**src/rtl/xbar_bank_arbiter.sv**
```systemverilog
// Bank-conflict scheduler for one crossbar port group; serialises lanes hitting one bank.
// Define XBAR_RR_EN for per-bank round-robin priority instead of fixed lowest-lane priority.
module xbar_bank_arbiter #(
  parameter int ADW   = 5,
  parameter int LANES = 8
) (
  input  logic                  clk,
  input  logic                  rst,
  input  logic                  in_valid,
  output logic                  in_ready,
  input  logic [LANES-1:0]      in_mask,
  input  logic [3*LANES-1:0]    in_bank,
  input  logic [ADW*LANES-1:0]  in_addr,
  input  logic                  xbar_stall,
  output logic [ADW*LANES-1:0]  lane_addr,
  output logic [3*LANES-1:0]    bank_idx,
  output logic [LANES-1:0]      bank_en,
  output logic [LANES-1:0]      lane_grant,
  output logic                  batch_done,
  output logic                  busy
);

  typedef enum logic {IDLE, ISSUE} state_e;

  state_e               state_q;
  logic [LANES-1:0]     pend_q;
  logic [3*LANES-1:0]   bank_q;
  logic [ADW*LANES-1:0] addr_q;
  logic                 empty_q;

  logic                 issue;
  logic                 accept;
  logic                 done_d;
  logic [LANES-1:0]     en_d;
  logic [LANES-1:0]     gr_d;
  logic [3*LANES-1:0]   idx_d;

`ifdef XBAR_RR_EN
  logic [3*LANES-1:0]   ptr_q;
`endif

  // Scan in reverse priority order so the last match is the winner.
  always_comb begin
    logic [2:0] k;
    en_d  = '0;
    gr_d  = '0;
    idx_d = '0;
    k     = '0;
    issue = (state_q == ISSUE) & ~xbar_stall & ~rst;
    for (int j = 0; j < LANES; j++) begin
      for (int o = LANES - 1; o >= 0; o--) begin
`ifdef XBAR_RR_EN
        k = 3'(ptr_q[3*j +: 3] + 3'(o));
`else
        k = 3'(o);
`endif
        if (issue && pend_q[k] && bank_q[3*k +: 3] == 3'(j)) begin
          en_d[j]          = 1'b1;
          idx_d[3*j +: 3]  = k;
        end
      end
      if (en_d[j])
        gr_d[idx_d[3*j +: 3]] = 1'b1;
    end
    done_d = ~rst & (empty_q |
             (issue & ((pend_q & ~gr_d) == '0)));
  end

  assign in_ready   = ~rst & ((state_q == IDLE) | done_d);
  assign accept     = in_valid & in_ready;
  assign bank_en    = en_d;
  assign bank_idx   = idx_d;
  assign lane_grant = gr_d;
  assign batch_done = done_d;
  assign busy       = ~rst & (state_q == ISSUE);
  assign lane_addr  = addr_q;

  always_ff @(posedge clk) begin
    if (rst) begin
      state_q <= IDLE;
      pend_q  <= '0;
      bank_q  <= '0;
      addr_q  <= '0;
      empty_q <= 1'b0;
`ifdef XBAR_RR_EN
      ptr_q   <= '0;
`endif
    end else begin
      empty_q <= accept & ~|in_mask;
      if (issue)
        pend_q <= pend_q & ~gr_d;
`ifdef XBAR_RR_EN
      for (int j = 0; j < LANES; j++)
        if (en_d[j])
          ptr_q[3*j +: 3] <= idx_d[3*j +: 3] + 3'd1;
`endif
      if (accept) begin
        pend_q  <= in_mask;
        bank_q  <= in_bank;
        addr_q  <= in_addr;
        state_q <= (|in_mask) ? ISSUE : IDLE;
      end else if (done_d) begin
        state_q <= IDLE;
      end
    end
  end

endmodule

```
**config.mk**
```make
export PLATFORM = sky130hd
export DESIGN_NAME = xbar_bank_arbiter
export DESIGN_NICKNAME = d
export VERILOG_FILES = /design/src/rtl/xbar_bank_arbiter.sv
export SDC_FILE = /design/constraint.sdc
export NUM_CORES = 1
export LEC_CHECK = 0
export ABC_AREA = 1
export CAP_MARGIN = 20
export CORE_ASPECT_RATIO = 0.5
export CORE_MARGIN = 8
export CORE_UTILIZATION = 25
export CTS_CLUSTER_DIAMETER = 30
export DETAILED_ROUTE_END_ITERATION = 12
export SYNTH_ARGS = -nofsm -noshare
export SYNTH_HDL_FRONTEND = slang
export SYNTH_SLANG_ARGS = --single-unit
```
**constraint.sdc**
```tcl
create_clock -name clk -period 8.66 [get_ports clk]
set_clock_uncertainty 0.05 [all_clocks]
set_input_delay 2.598 -clock clk [delete_from_list [all_inputs] [get_ports clk]]
set_output_delay 2.598 -clock clk [all_outputs]
set_load 0.01 [all_outputs]
```
* Word-level counts from Yosys, hierarchy flattened
Index checks and enable logic that the tools add are counted.
** Operators by class
- $mul :: 0
- Order comparisons :: 16
- Divide/modulo/power cells :: 0
- Shifts and indexed selects :: 0
- Multiplexer cells :: 157
- Equality and inequality tests :: 56
- Reduce and logical (&&, ||, !) cells :: 93
- Add/subtract/negate cells :: 0
- Bitwise operators :: 22
** Operators with widths (number)
- $mux 3 :: 64
- $eq 3x3->1 const B :: 32
- $logic_and 1x1->1 :: 80
- $mux 8 :: 10
- $mux 1 :: 75
- $or 8x8->8 :: 7
- $eq 3x2->1 const B :: 16
- $lt 3x4->1 const B :: 8
- $demux 1 s3 :: 8
- $eq 3x1->1 const B :: 8
- $ge 3x1->1 const B :: 8
- $logic_not 3->1 :: 8
- $and 1x1->1 :: 8
- $and 8x8->8 :: 1
- $logic_not 8->1 :: 1
- $not 8->8 :: 1
- $reduce_or 8->1 :: 1
- $reduce_bool 2->1 :: 2
- $not 1->1 :: 3
- $or 1x1->1 :: 2
- $logic_not 1->1 :: 1
** Storage, ports and cells
- Bits in read-only memories :: 0
- Word-level logic and storage cells :: 349
- RAM bits :: 0
- Memories :: 0
- Output and inout port bits :: 83
- Latch bits :: 0
- Input bits :: 76
- Flip-flop bits (word level) :: 74

* Longest topological paths before layout
- Depth after elaboration :: 42
- Mapped depth :: 24
- Gate-level depth less buffers :: 23

* Worst setup path after synthesis
Ideal clock, no wire load.
- Kind :: input -> output
- Start point :: in xbar_stall
- End point :: out in_ready
- Data arrival time :: 4.601 ns
- Slack :: 1.411 ns
- Cell stages on the path :: 18
- Required time :: 6.012 ns
- Buffers on the path :: 2
- Cells stage by stage :: inv_1 nand3_4 nor2_2 nand2_1 nor2_1 a21oi_1 or2_0 o21ai_1 nor2_1 nand2_1 nor2_1 nor2_1 nand2_1 nor2_1 nor2_2 a21oi_2 buf_6 buf_4
** Between the ends
- Longest elaborated chain between the ends :: 40
- Elaborated cells on any way between the ends :: 266
- Classes of those cells :: order compare (16); mux (152); bitwise (17); reduce/logical (81)
** RTL lines
- from (decl) :: RTL line 14 : input logic xbar_stall,
- $not 1->1 * :: RTL line 49 : issue = (state_q == ISSUE) & ~xbar_stall & ~rst;
- $and 1x1->1 * (2 in a row) :: RTL line 49
- $logic_and 1x1->1 (2 in a row) :: RTL line 57 : if (issue && pend_q[k] && bank_q[3*k +: 3] == 3'(j)) begin
- $mux 3 (8 in a row) :: RTL line 57
- $lt 3x4->1 (implied by the code) / $ge 3x1->1 (equally long branches) :: RTL line 63 : gr_d[idx_d[3*j +: 3]] = 1'b1;
- $logic_and 1x1->1 (implied by the code) :: RTL line 63
- $mux 1 (implied by the code) :: RTL line 63
- $demux 1 s3 :: RTL line 63
- [15 not listed]
- via lane_grant[3] :: RTL line 18 : output logic [LANES-1:0] lane_grant,
- $not 8->8 * :: RTL line 66 : (issue & ((pend_q & ~gr_d) == '0)));
- $and 8x8->8 * :: RTL line 66
- $logic_not 8->1 * :: RTL line 66
- $and 1x1->1 * :: RTL line 66
- $or 1x1->1 * :: RTL line 65 : done_d = ~rst & (empty_q |
- $and 1x1->1 * :: RTL line 65
- $or 1x1->1 * :: RTL line 69 : assign in_ready = ~rst & ((state_q == IDLE) | done_d);
- $and 1x1->1 * :: RTL line 69
- to (decl) :: RTL line 10 : output logic in_ready,
Mark *: on every way through the listed nets, which the timed path passes. The rest lies on a longest branch.

* Final worst setup path
- Start point :: in xbar_stall
- End point :: out in_ready
** Between the ends
- Longest elaborated chain between the ends :: 40
- Elaborated cells on any way between the ends :: 266
- Classes of those cells :: order compare (16); mux (152); bitwise (17); reduce/logical (81)
** RTL lines (RTL line)
- $not 1->1 * :: 49
- $and 1x1->1 * (2 in a row) :: 49
- $logic_and 1x1->1 (2 in a row) :: 57
- $mux 3 (8 in a row) :: 57
- $lt 3x4->1 (implied by the code) / $ge 3x1->1 (equally long branches) :: 63
- $logic_and 1x1->1 (implied by the code) :: 63
- $mux 1 (implied by the code) :: 63
- $demux 1 s3 :: 63
- [15 not listed]
- $not 8->8 :: 66
- $and 8x8->8 :: 66
- $logic_not 8->1 :: 66
- $and 1x1->1 * :: 66
- $or 1x1->1 * :: 65
- $and 1x1->1 * :: 65
- $or 1x1->1 * :: 69
- $and 1x1->1 * :: 69
Every way passes the cells marked *; elsewhere a longest branch is shown, timed or not.

==> impl_metrics.env <==
export IMPL_power_share_clock_pct=40.2
export IMPL_die_area_sq_um=24100
export IMPL_worst_slack_ns=0.223
export IMPL_drive_gt1_share_pct=5.89
export IMPL_hold_depth=2
export IMPL_end_kind="output pin"
export IMPL_worstPathCellList="clkdlybuf4s50_1 > inv_1 > nand3_4 > nor2_4 > nand2_1 > inv_1 > a21oi_1 > nand2_1 > nor2_1 > nand3_1 > nand2_1 > nor2_1 > nand3_1 > nand3_1 > nor2_2 > nor2_2 > a21oi_4 > clkdlybuf4s50_1"
export IMPL_nFillCells=2022
export IMPL_die_h_um=114
export IMPL_intPower_w=0.000644
export IMPL_r2r_setup_slack_ns=4.22
export IMPL_outcome="completed"
export IMPL_max_freq_mhz=119
export IMPL_startpoint="xbar_stall"
export IMPL_ir_drop_uv=86.8
export IMPL_yosys_area_top_type="dfxtp_1"
export IMPL_reg2reg_to="bank_q[5]$_SDFFE_PP0P_"
export IMPL_die_w_um=212
export IMPL_cp_arrival_ns=5.79
export IMPL_rows=35
export IMPL_tightest_slew_ns=0.813
export IMPL_hold_path_class="reg -> reg"
export IMPL_multi_input_area_sq_um=2840
export IMPL_critPathSlowestCell="clkdlybuf4s50_1"
export IMPL_p_total_w=0.000898
export IMPL_rr_startpoint="state_q$_SDFFE_PP0P_"
export IMPL_synth_avg_cell_area_sq_um=5.67
export IMPL_critPathRequiredTime_ns=6.01
export IMPL_clock_sinks=74
export IMPL_dp_cells=1244
export IMPL_portBuffers=158
export IMPL_maxCapViolCount=0
export IMPL_vias=5806
export IMPL_stdcell_count=1261
export IMPL_synth_edf_count=0
export IMPL_max_clock_path_buffers=2
export IMPL_core_area_sq_um=18600
export IMPL_io_pin_count=159
export IMPL_seqPwrFrac_pct=42.7
export IMPL_gp_congestion=1.05
export IMPL_period_needed_ns=8.44
export IMPL_synth_area_sq_um=4790
export IMPL_drcViolationCount=0
export IMPL_slew_headroom_pct=45.8
export IMPL_fin_hold_ws_ns=0.411
export IMPL_ys_warn_count=0
export IMPL_grt_pass1_wl_um=30700
export IMPL_startpoint_type="input port"
export IMPL_ff2ff_path_depth=20
export IMPL_cts_buffers=9
export IMPL_cts_tree="done"
export IMPL_grt_max_degree=75
export IMPL_ys_ff_latch=74
export IMPL_synth_area_leaders="dfxtp_1 (31%), nand2_1 (21%), nand3_1 (19%)"
export IMPL_dp_hpwl_um=16200
export IMPL_dr_first_iter_drc_count=473
export IMPL_grt_usage_pct=16.2
export IMPL_p_comb_share_pct=17.1
export IMPL_ctsHtreeMaxLevel=3
export IMPL_setup_violations_final=0
export IMPL_synthArstFlopShare_pct=0
export IMPL_synth_flop_cell="dfxtp_1"
export IMPL_final_area_sq_um=7010
export IMPL_synthDominantCellAreaShare_pct=30.9
export IMPL_drt_wirelength_per_cell_um=15.9
export IMPL_p_sw_w=0.000254
export IMPL_power_leakage_nw=3.40
export IMPL_placed_cell_area_sq_um=6650
export IMPL_synthCells=844
export IMPL_crit_path_end="in_ready"
export IMPL_worstPathMaxFanout=8
export IMPL_antenna_cells=0
export IMPL_cts_hold_buf=0
export IMPL_syn_num_nets=920
export IMPL_switching_share_pct=28.3
export IMPL_clock_root_buffer="clkbuf_16"
export IMPL_antenna_found_initial=0
export IMPL_postRouteAntennaNets=0
export IMPL_powerDensity_nw_per_um2=128
export IMPL_synth_cell_type_count=26
export IMPL_initial_utilization_pct=25.8
export IMPL_cts_clk_slew_worst_paths_ns=0.06
export IMPL_post_place_ws_ns=0.114
export IMPL_post_route_period_util_pct=97.4
export IMPL_areaGrowthSynthToFinish_pct=46.3
export IMPL_grt_overflow_total=0
export IMPL_finalHoldViolCount=0
export IMPL_slowest_delay_ns=0.55
export IMPL_dr_pass1_iters=6
export IMPL_nets=1073
export IMPL_ys_seq_area_share_pct=30.9
export IMPL_slew_violations=0
export IMPL_vias_per_cell=4.60
export IMPL_seq_area_sq_um=1480
export IMPL_clock_latency_ns=0.33
export IMPL_drt_wl_total_um=20100
export IMPL_critical_path_class="in -> out"
export IMPL_grt_pass1_vias=5435
[layer usage]
metal	global-route usage [%]	vias to the layer above	part of all wire [%]
li1	-	2980	-
met1	21.1	2575	46
met2	25.4	213	44
met3	4.22	38	7.1
met4	5.99	0	2.8
met5	0	-	0
[cell families (layout without fill, tap and decap cells)]
logic type	after synthesis	count (layout)	synth area share, %
flops	74	74	30.9
buf+inv	133	291	11.2
compound gates	41	41	4.57
simple gates	596	596	53.3
[power groups by stage]
stage          combinational, W  sequential (W)  clock [W]
4_1_cts                0.000154        0.000383   0.000373
2_1_floorplan         0.0000644        0.000393          0
6_report               0.000154        0.000383   0.000361
3_3_place_gp           0.000153        0.000390          0
3_5_place_dp           0.000153        0.000391          0
5_1_grt                0.000169        0.000387   0.000387
[placed cells by master (no fill, tap or decap), drive strengths merged, types with 3 or more instances in the layout]
cell,count
clkbuf,10
nor2,124
o21ai,12
and2,3
a21boi,3
inv,104
nor3,12
clkdlybuf4s50,157
nand3,186
dfxtp,74
nand2,265
buf,17
nand4,3
a21oi,25
[worst max-delay path, delay by kind of cell]
kind	cells	cell delay (ns)
and+or+nand+nor	12	1.44
AOI/OAI and AO/OA	2	0.52
buffers and inverters	4	1.23
[through the flow]
step / TNS (ns) / util [%]
2_1_floorplan: 0 / -
3_3_place_gp: -0.106 / 35.8
3_5_place_dp: 0 / 35.8
4_1_cts: 0 / 37.4
5_1_grt: -0.00870 / 37.7
6_report: 0 / 37.7
[area by class of cell]
cell class                      count  share of cell area [%]
Timing Repair Buffer              174                    24.2
Sequential cell                    74                    21.1
Multi-Input combinational cell    637                    40.5
Inverter                          101                    5.41
Clock inverter                      6                   0.679
Clock buffer                       10                    3.41
Tap cell                          259                    4.63
[cell usage after synthesis, types with 3 or more instances]
master and count:
dfxtp_1 74, inv_1 98, nand4_1 3, nor2_1 118, buf_1 6, a21oi_1 24
a21boi_0 3, nand2_1 264, nor3_1 12, clkbuf_1 10, o21ai_0 10, nand3_1 185
inv_2 3, nor2_2 4, buf_2 13, and2_1 3
[worst min-delay path by stage]
stage          slack [ns]                       start                         end
6_report             0.41  lane_addr[36]$_SDFFE_PP0P_  lane_addr[36]$_SDFFE_PP0P_
5_1_grt              0.43  lane_addr[36]$_SDFFE_PP0P_  lane_addr[36]$_SDFFE_PP0P_
4_1_cts              0.42   lane_addr[3]$_SDFFE_PP0P_   lane_addr[3]$_SDFFE_PP0P_
3_5_place_dp         0.41   lane_addr[3]$_SDFFE_PP0P_   lane_addr[3]$_SDFFE_PP0P_
3_3_place_gp         0.40  lane_addr[32]$_SDFFE_PP0P_  lane_addr[32]$_SDFFE_PP0P_
2_1_floorplan        0.41      bank_q[8]$_SDFFE_PP0P_      bank_q[8]$_SDFFE_PP0P_
[state kept, by name, indices dropped and copies added, names as in the netlist]
register,flops
bank_q,24
empty_q,1
lane_addr,40
pend_q,8
state_q,1
[timing repair]
action | CTS | global route
endpoints found under the setup margin | 0 | 2
resized for setup | 0 | 19
setup buffers | 0 | 1
(Power assumes the default switching activity.)
